==> src/rtl/fetch_unit.sv <==
// fetch_unit: instruction-fetch stage in front of a synchronous-read
// instruction memory (one cycle of read latency).
//
// Issues a word address every cycle, tracks which address is in flight, and
// registers the returned word into the IF/ID output register with its PC and
// a valid bit. Handles decode stalls (hold outputs, re-read the in-flight
// word), branch/jump redirects (flush, refetch from the target), and halts on
// the all-zero word that fills memory after the program.
//
// Ports:
//   Clk          rising-edge clock, shared with the instruction memory
//   Rst          asynchronous active-low reset
//   endereco     word address to the memory, sampled on the rising edge
//   instrucao    memory read data: mem[endereco sampled at previous edge]
//   stall        decode cannot accept; hold the output register
//   redirect     branch/jump taken; flush and refetch from redirect_pc
//   redirect_pc  redirect target address
//   instr_out    IF/ID instruction
//   pc_out       address of instr_out
//   valid_out    instr_out/pc_out hold a real instruction
//   halted       fetch stopped on a zero word
module fetch_unit #(
  parameter int unsigned           ADDR_W       = 10,
  parameter int unsigned           DATA_W       = 32,
  parameter logic [ADDR_W-1:0]     RESET_PC     = '0,
  parameter logic                  HALT_ON_ZERO = 1'b1
) (
  input  logic              Clk,
  input  logic              Rst,
  output logic [ADDR_W-1:0] endereco,
  input  logic [DATA_W-1:0] instrucao,
  input  logic              stall,
  input  logic              redirect,
  input  logic [ADDR_W-1:0] redirect_pc,
  output logic [DATA_W-1:0] instr_out,
  output logic [ADDR_W-1:0] pc_out,
  output logic              valid_out,
  output logic              halted
);

  logic [ADDR_W-1:0] inflight_addr;
  logic              inflight_valid;
  logic [ADDR_W-1:0] next_addr;
  logic              issue_valid;
  logic              halt_det;

  // A zero word only halts when it is a real fetched word that would
  // otherwise be delivered this edge.
  assign halt_det = HALT_ON_ZERO && inflight_valid && (instrucao == '0) &&
                    !stall && !redirect;

  always_comb begin
    next_addr   = inflight_addr;
    issue_valid = 1'b0;
    if (redirect) begin
      next_addr   = redirect_pc;
      issue_valid = 1'b1;
    end else if (halted || halt_det) begin
      next_addr   = inflight_addr;
      issue_valid = 1'b0;
    end else if (stall) begin
      // Re-read the in-flight word so it is still on instrucao at release.
      next_addr   = inflight_addr;
      issue_valid = inflight_valid;
    end else begin
      next_addr   = inflight_valid ? inflight_addr + ADDR_W'(1) : inflight_addr;
      issue_valid = 1'b1;
    end
  end

  // While reset is held the memory must see RESET_PC whatever the inputs are.
  assign endereco = Rst ? next_addr : RESET_PC;

  always_ff @(posedge Clk or negedge Rst) begin
    if (!Rst) begin
      inflight_addr  <= RESET_PC;
      inflight_valid <= 1'b0;
    end else begin
      inflight_addr  <= endereco;
      inflight_valid <= issue_valid;
    end
  end

  always_ff @(posedge Clk or negedge Rst) begin
    if (!Rst) begin
      instr_out <= '0;
      pc_out    <= '0;
      valid_out <= 1'b0;
      halted    <= 1'b0;
    end else if (redirect) begin
      valid_out <= 1'b0;
      halted    <= 1'b0;
    end else if (stall) begin
      valid_out <= valid_out;
    end else if (halt_det) begin
      valid_out <= 1'b0;
      halted    <= 1'b1;
    end else begin
      instr_out <= instrucao;
      pc_out    <= inflight_addr;
      valid_out <= inflight_valid;
    end
  end

endmodule

==> config.mk <==
export PLATFORM = sky130hd
export DESIGN_NAME = fetch_unit
export DESIGN_NICKNAME = d
export VERILOG_FILES = /design/src/rtl/fetch_unit.sv
export SDC_FILE = /design/constraint.sdc
export NUM_CORES = 1
export LEC_CHECK = 0
export CORE_UTILIZATION = 45
export CTS_BUF_LIST = sky130_fd_sc_hd__clkbuf_2
export DETAILED_ROUTE_END_ITERATION = 8
export DONT_BUFFER_PORTS = 1
export GPL_ROUTABILITY_DRIVEN = 0
export PLACE_DENSITY = 0.63
export SLEW_MARGIN = 10
export SYNTH_ARGS = -nofsm -noshare
export SYNTH_HDL_FRONTEND = slang
export SYNTH_SLANG_ARGS = --single-unit
export TNS_END_PERCENT = 10
==> constraint.sdc <==
create_clock -name Clk -period 2.2 [get_ports Clk]
set_input_delay 0.44 -clock Clk [delete_from_list [all_inputs] [get_ports Clk]]
set_output_delay 0.44 -clock Clk [all_outputs]
set_load 0.02 [all_outputs]
==> summary.txt <==
Global route
  • Vias in the first global route: 1881
  • Antenna violations before repair: 0
  • GRT overflow: 0
  • First-pass GRT wire length: around 10000 um
  • Largest net degree at the start of global routing: 56
  • Global Route Usage Sum: 0.215

Power
  • Pwr dens: 676 mW/mm2
  • Peak supply drop: approximately 0.28 mV
  • Leak: 1.51 nW

Worst setup path
  • CP Max Fanout: 4
  • WP data arrival: 2.19 ns
  • Critical path's slowest cell: dfrtp_1
  • Most frequent CP cell: buf_4
  • Critical path class: flip-flop to output pin
  • Req. time, crit path: 1.76 ns
  • CP endpoint kind: output pin
  • Crit-path cells: nor3b_4 -> buf_4 -> nand2_2 -> or3_1 -> a211oi_2 -> buf_4
  • Setup crit start kind: flip-flop
  • Max incr delay on CP: 0.47 ns

Finish
  • Most frequent cells in the layout: 54 x dfrtp_1, 40 x mux2_4, 24 x buf_4, 15 x buf_6, 8 x nor4_1
  • Fillcell total: roughly 450
  • Register area: 0.00138 mm2
  • Area of the multi-input gates: 0.00124 mm2
  • Layout area overhead: 22.8%
  • Commonest non-fill, non-tap cell in the layout: dfrtp_1
  • Ant diodes: 0
  • # nets final: 270
  • Layout cells sized above 1: 0.500

Route
  • Drt initial violations: 67
  • DRC Markers: 0
  • Drt first pass iters: 4
  • Via count: 1700
  • Routed wire length: 6310 um
  • Post-route ant nets: 0
  • Via density: 5.74
  • DR WL/cell: 21.3 um

STA
  • Pins Over Slew Limit: 0
  • Fin Clk Skew: 0.0206 ns
  • Final Cycle Share: 1.20
  • Unrepaired setup endpoints after global routing: yes
  • Peak Freq: 380 MHz
  • Final Hold Fails: 0
  • Hold WS: roughly 0.12 ns
  • Minimum clock period: 2.63 ns
  • Worst Max-Slew Pin Slew: 0.487 ns
  • Final worst slack: -0.432 ns
  • Max-slew headroom: 0.675
  • Count of final setup violators: 11

Floorplan
  • Die footprint: 0.00607 mm2
  • Initial Utilization: 0.468
  • Core Rows: 27
  • DIE WIDTH: 77.9 um
  • Die H: 77.9 um
  • CORE AREA: 0.00554 mm2
  • I/O Pins: 100

CTS
  • Number of H-tree levels: 2
  • Clock root cell: clkbuf_2
  • Reg clk slew, reported paths: 0.27 ns
  • Clk sinks: 55
  • Clk Latency, worst-skew pair: 0.43 ns
  • TritonCTS clock tree: yes
  • Num CTS Buffers: 5
  • Clock Path Buffers: 2

Synth
  • #FFs+latches synth: 55
  • Top post-synthesis cells by area: dfrtp_1 53%, mux2_4 23%, buf_12 3.1%
  • Synthesis warning total: 0
  • Mux share of post-synthesis cell area: 0.244
  • Post-Synth XOR/XNOR Area: 0.0135
  • Post-Synth Adder-Cell Area: 0.00482
  • Post-Syn Nets: 227
  • Synth top area share: 0.530
  • Predominant post-synthesis flop cell: dfrtp_1
  • Synth unique cells: 40
  • Post-Synth Simple-Gate Area: 0.0950
  • Post-Syn Area: about 0.0026 mm2
  • Largest family of logic cells by synthesized area: multiplexers
  • Sequential area share after synthesis: 0.530
  • Synthesized instance count: 180
  • Async SR Flop Fraction: 1.00
  • Largest area contributor in the netlist: dfrtp_1
  • Post-synth EDFFs: 0
  • Synth Area in Compound Gates: 0.0694
  • Average size of a mapped cell: 14.4 um2

Placement
  • Pre-CTS setup slack: -0.460 ns
  • DP Wirelength: 4240 um
  • IO buf count: 0

Outcome
  • Failing checks: negative setup slack
  • Outcome: finished with violations

Run
  • Max-cap violations: 0

Hold path
  • Hold Crit Class: input port to flip-flop
-- worst paths after layout --
check,endpoint,slack (ns),cells past startpoint,start
setup / recovery,endereco[7],-0.43,6,halted
min in group asynchronous,instr_out[30],0.48,2,Rst
setup reg to reg,valid_out,-0.17,18,inflight_valid
max in group asynchronous,pc_out[9],1.47,2,Rst
hold reg to reg,pc_out[1],0.61,1,inflight_addr[1]
hold / removal,instr_out[20],0.12,1,instrucao[20]
-- layout make-up --
cell class / count / area share
flip-flops and latches: 55 / 0.432
multi-input cells: 116 / 0.388
clock inverters: 2 / 0.00393
inverters: 1 / 0.00118
repair buffers: 44 / 0.137
well taps: 72 / 0.0283
clock buffers: 6 / 0.00942
-- stage by stage --
stage	cell area (um2)	instances	TNS, ns	total power [W]	utilization
after floorplan	2620	180	-0.239	0.00164	-
after global placement	2800	265	-16.02	0.00169	0.505
after detailed placement	2800	265	-19.64	0.00171	0.505
after CTS	3130	295	-3.97	0.00217	0.565
after global routing	3190	296	-5.27	0.00227	0.575
final	3190	296	-3.95	0.00215	0.575
-- routing by layer --
metal	wire length, um	track usage
met1	2490	0.245
met2	3340	0.397
met3	425	0.0553
met4	59	0.0574
met5	0	0
-- synth_stat cells, types with 2 or more instances --
cell	count
dfrtp_1	55
mux2_4	40
nor4_1	9
o21ai_0	7
nand2_1	5
buf_12	4
nand2b_1	4
nor2_1	4
or3_1	4
a31oi_1	3
clkbuf_1	3
nand4_1	3
o31ai_1	3
a21oi_1	2
and3_1	2
mux2_1	2
nand3_1	2
o211a_1	2
o21ai_1	2
o311ai_1	2
xnor2_1	2
xor2_1	2
-- state kept, by name (all words and copies together) (netlist names) --
name            flops
halted              1
inflight_addr      10
inflight_valid      1
instr_out          32
pc_out             10
valid_out           1
-- critical path: cells and delay by family (launching register included) --
family | cells | cell delay (ns)
flip-flops | 1 | 0.47
AND/OR/NAND/NOR | 3 | 0.68
AO/OA/AOI/OAI | 1 | 0.27
buffers and inverters | 2 | 0.36
-- cells by family after synthesis --
| kind of cell | count (synthesis) |
|---|---|
| compound gates | 26 |
| xor+xnor | 4 |
| fa+ha+maj | 1 |
| buf+inv | 10 |
| flops | 55 |
| mux | 43 |
| simple gates | 41 |
-- power by group --
group / switching, W / internal (W)
combinational: 0.000140 / 0.000239
clock: 0.000305 / 0.0000810
sequential: 0.000252 / 0.00114
total: 0.000697 / 0.00146
-- timing repair --
action / 4_1_cts / 5_1_grt
gates resized for setup: 22 / 10
hold endpoints to repair: 57 / 0
hold buffers: 3 / 0
buffers inserted: 21 / 1
gates cloned: 1 / 0
pin swaps: 10 / 6
setup endpoints to repair: 10 / 11
(Power assumes the default switching activity.)
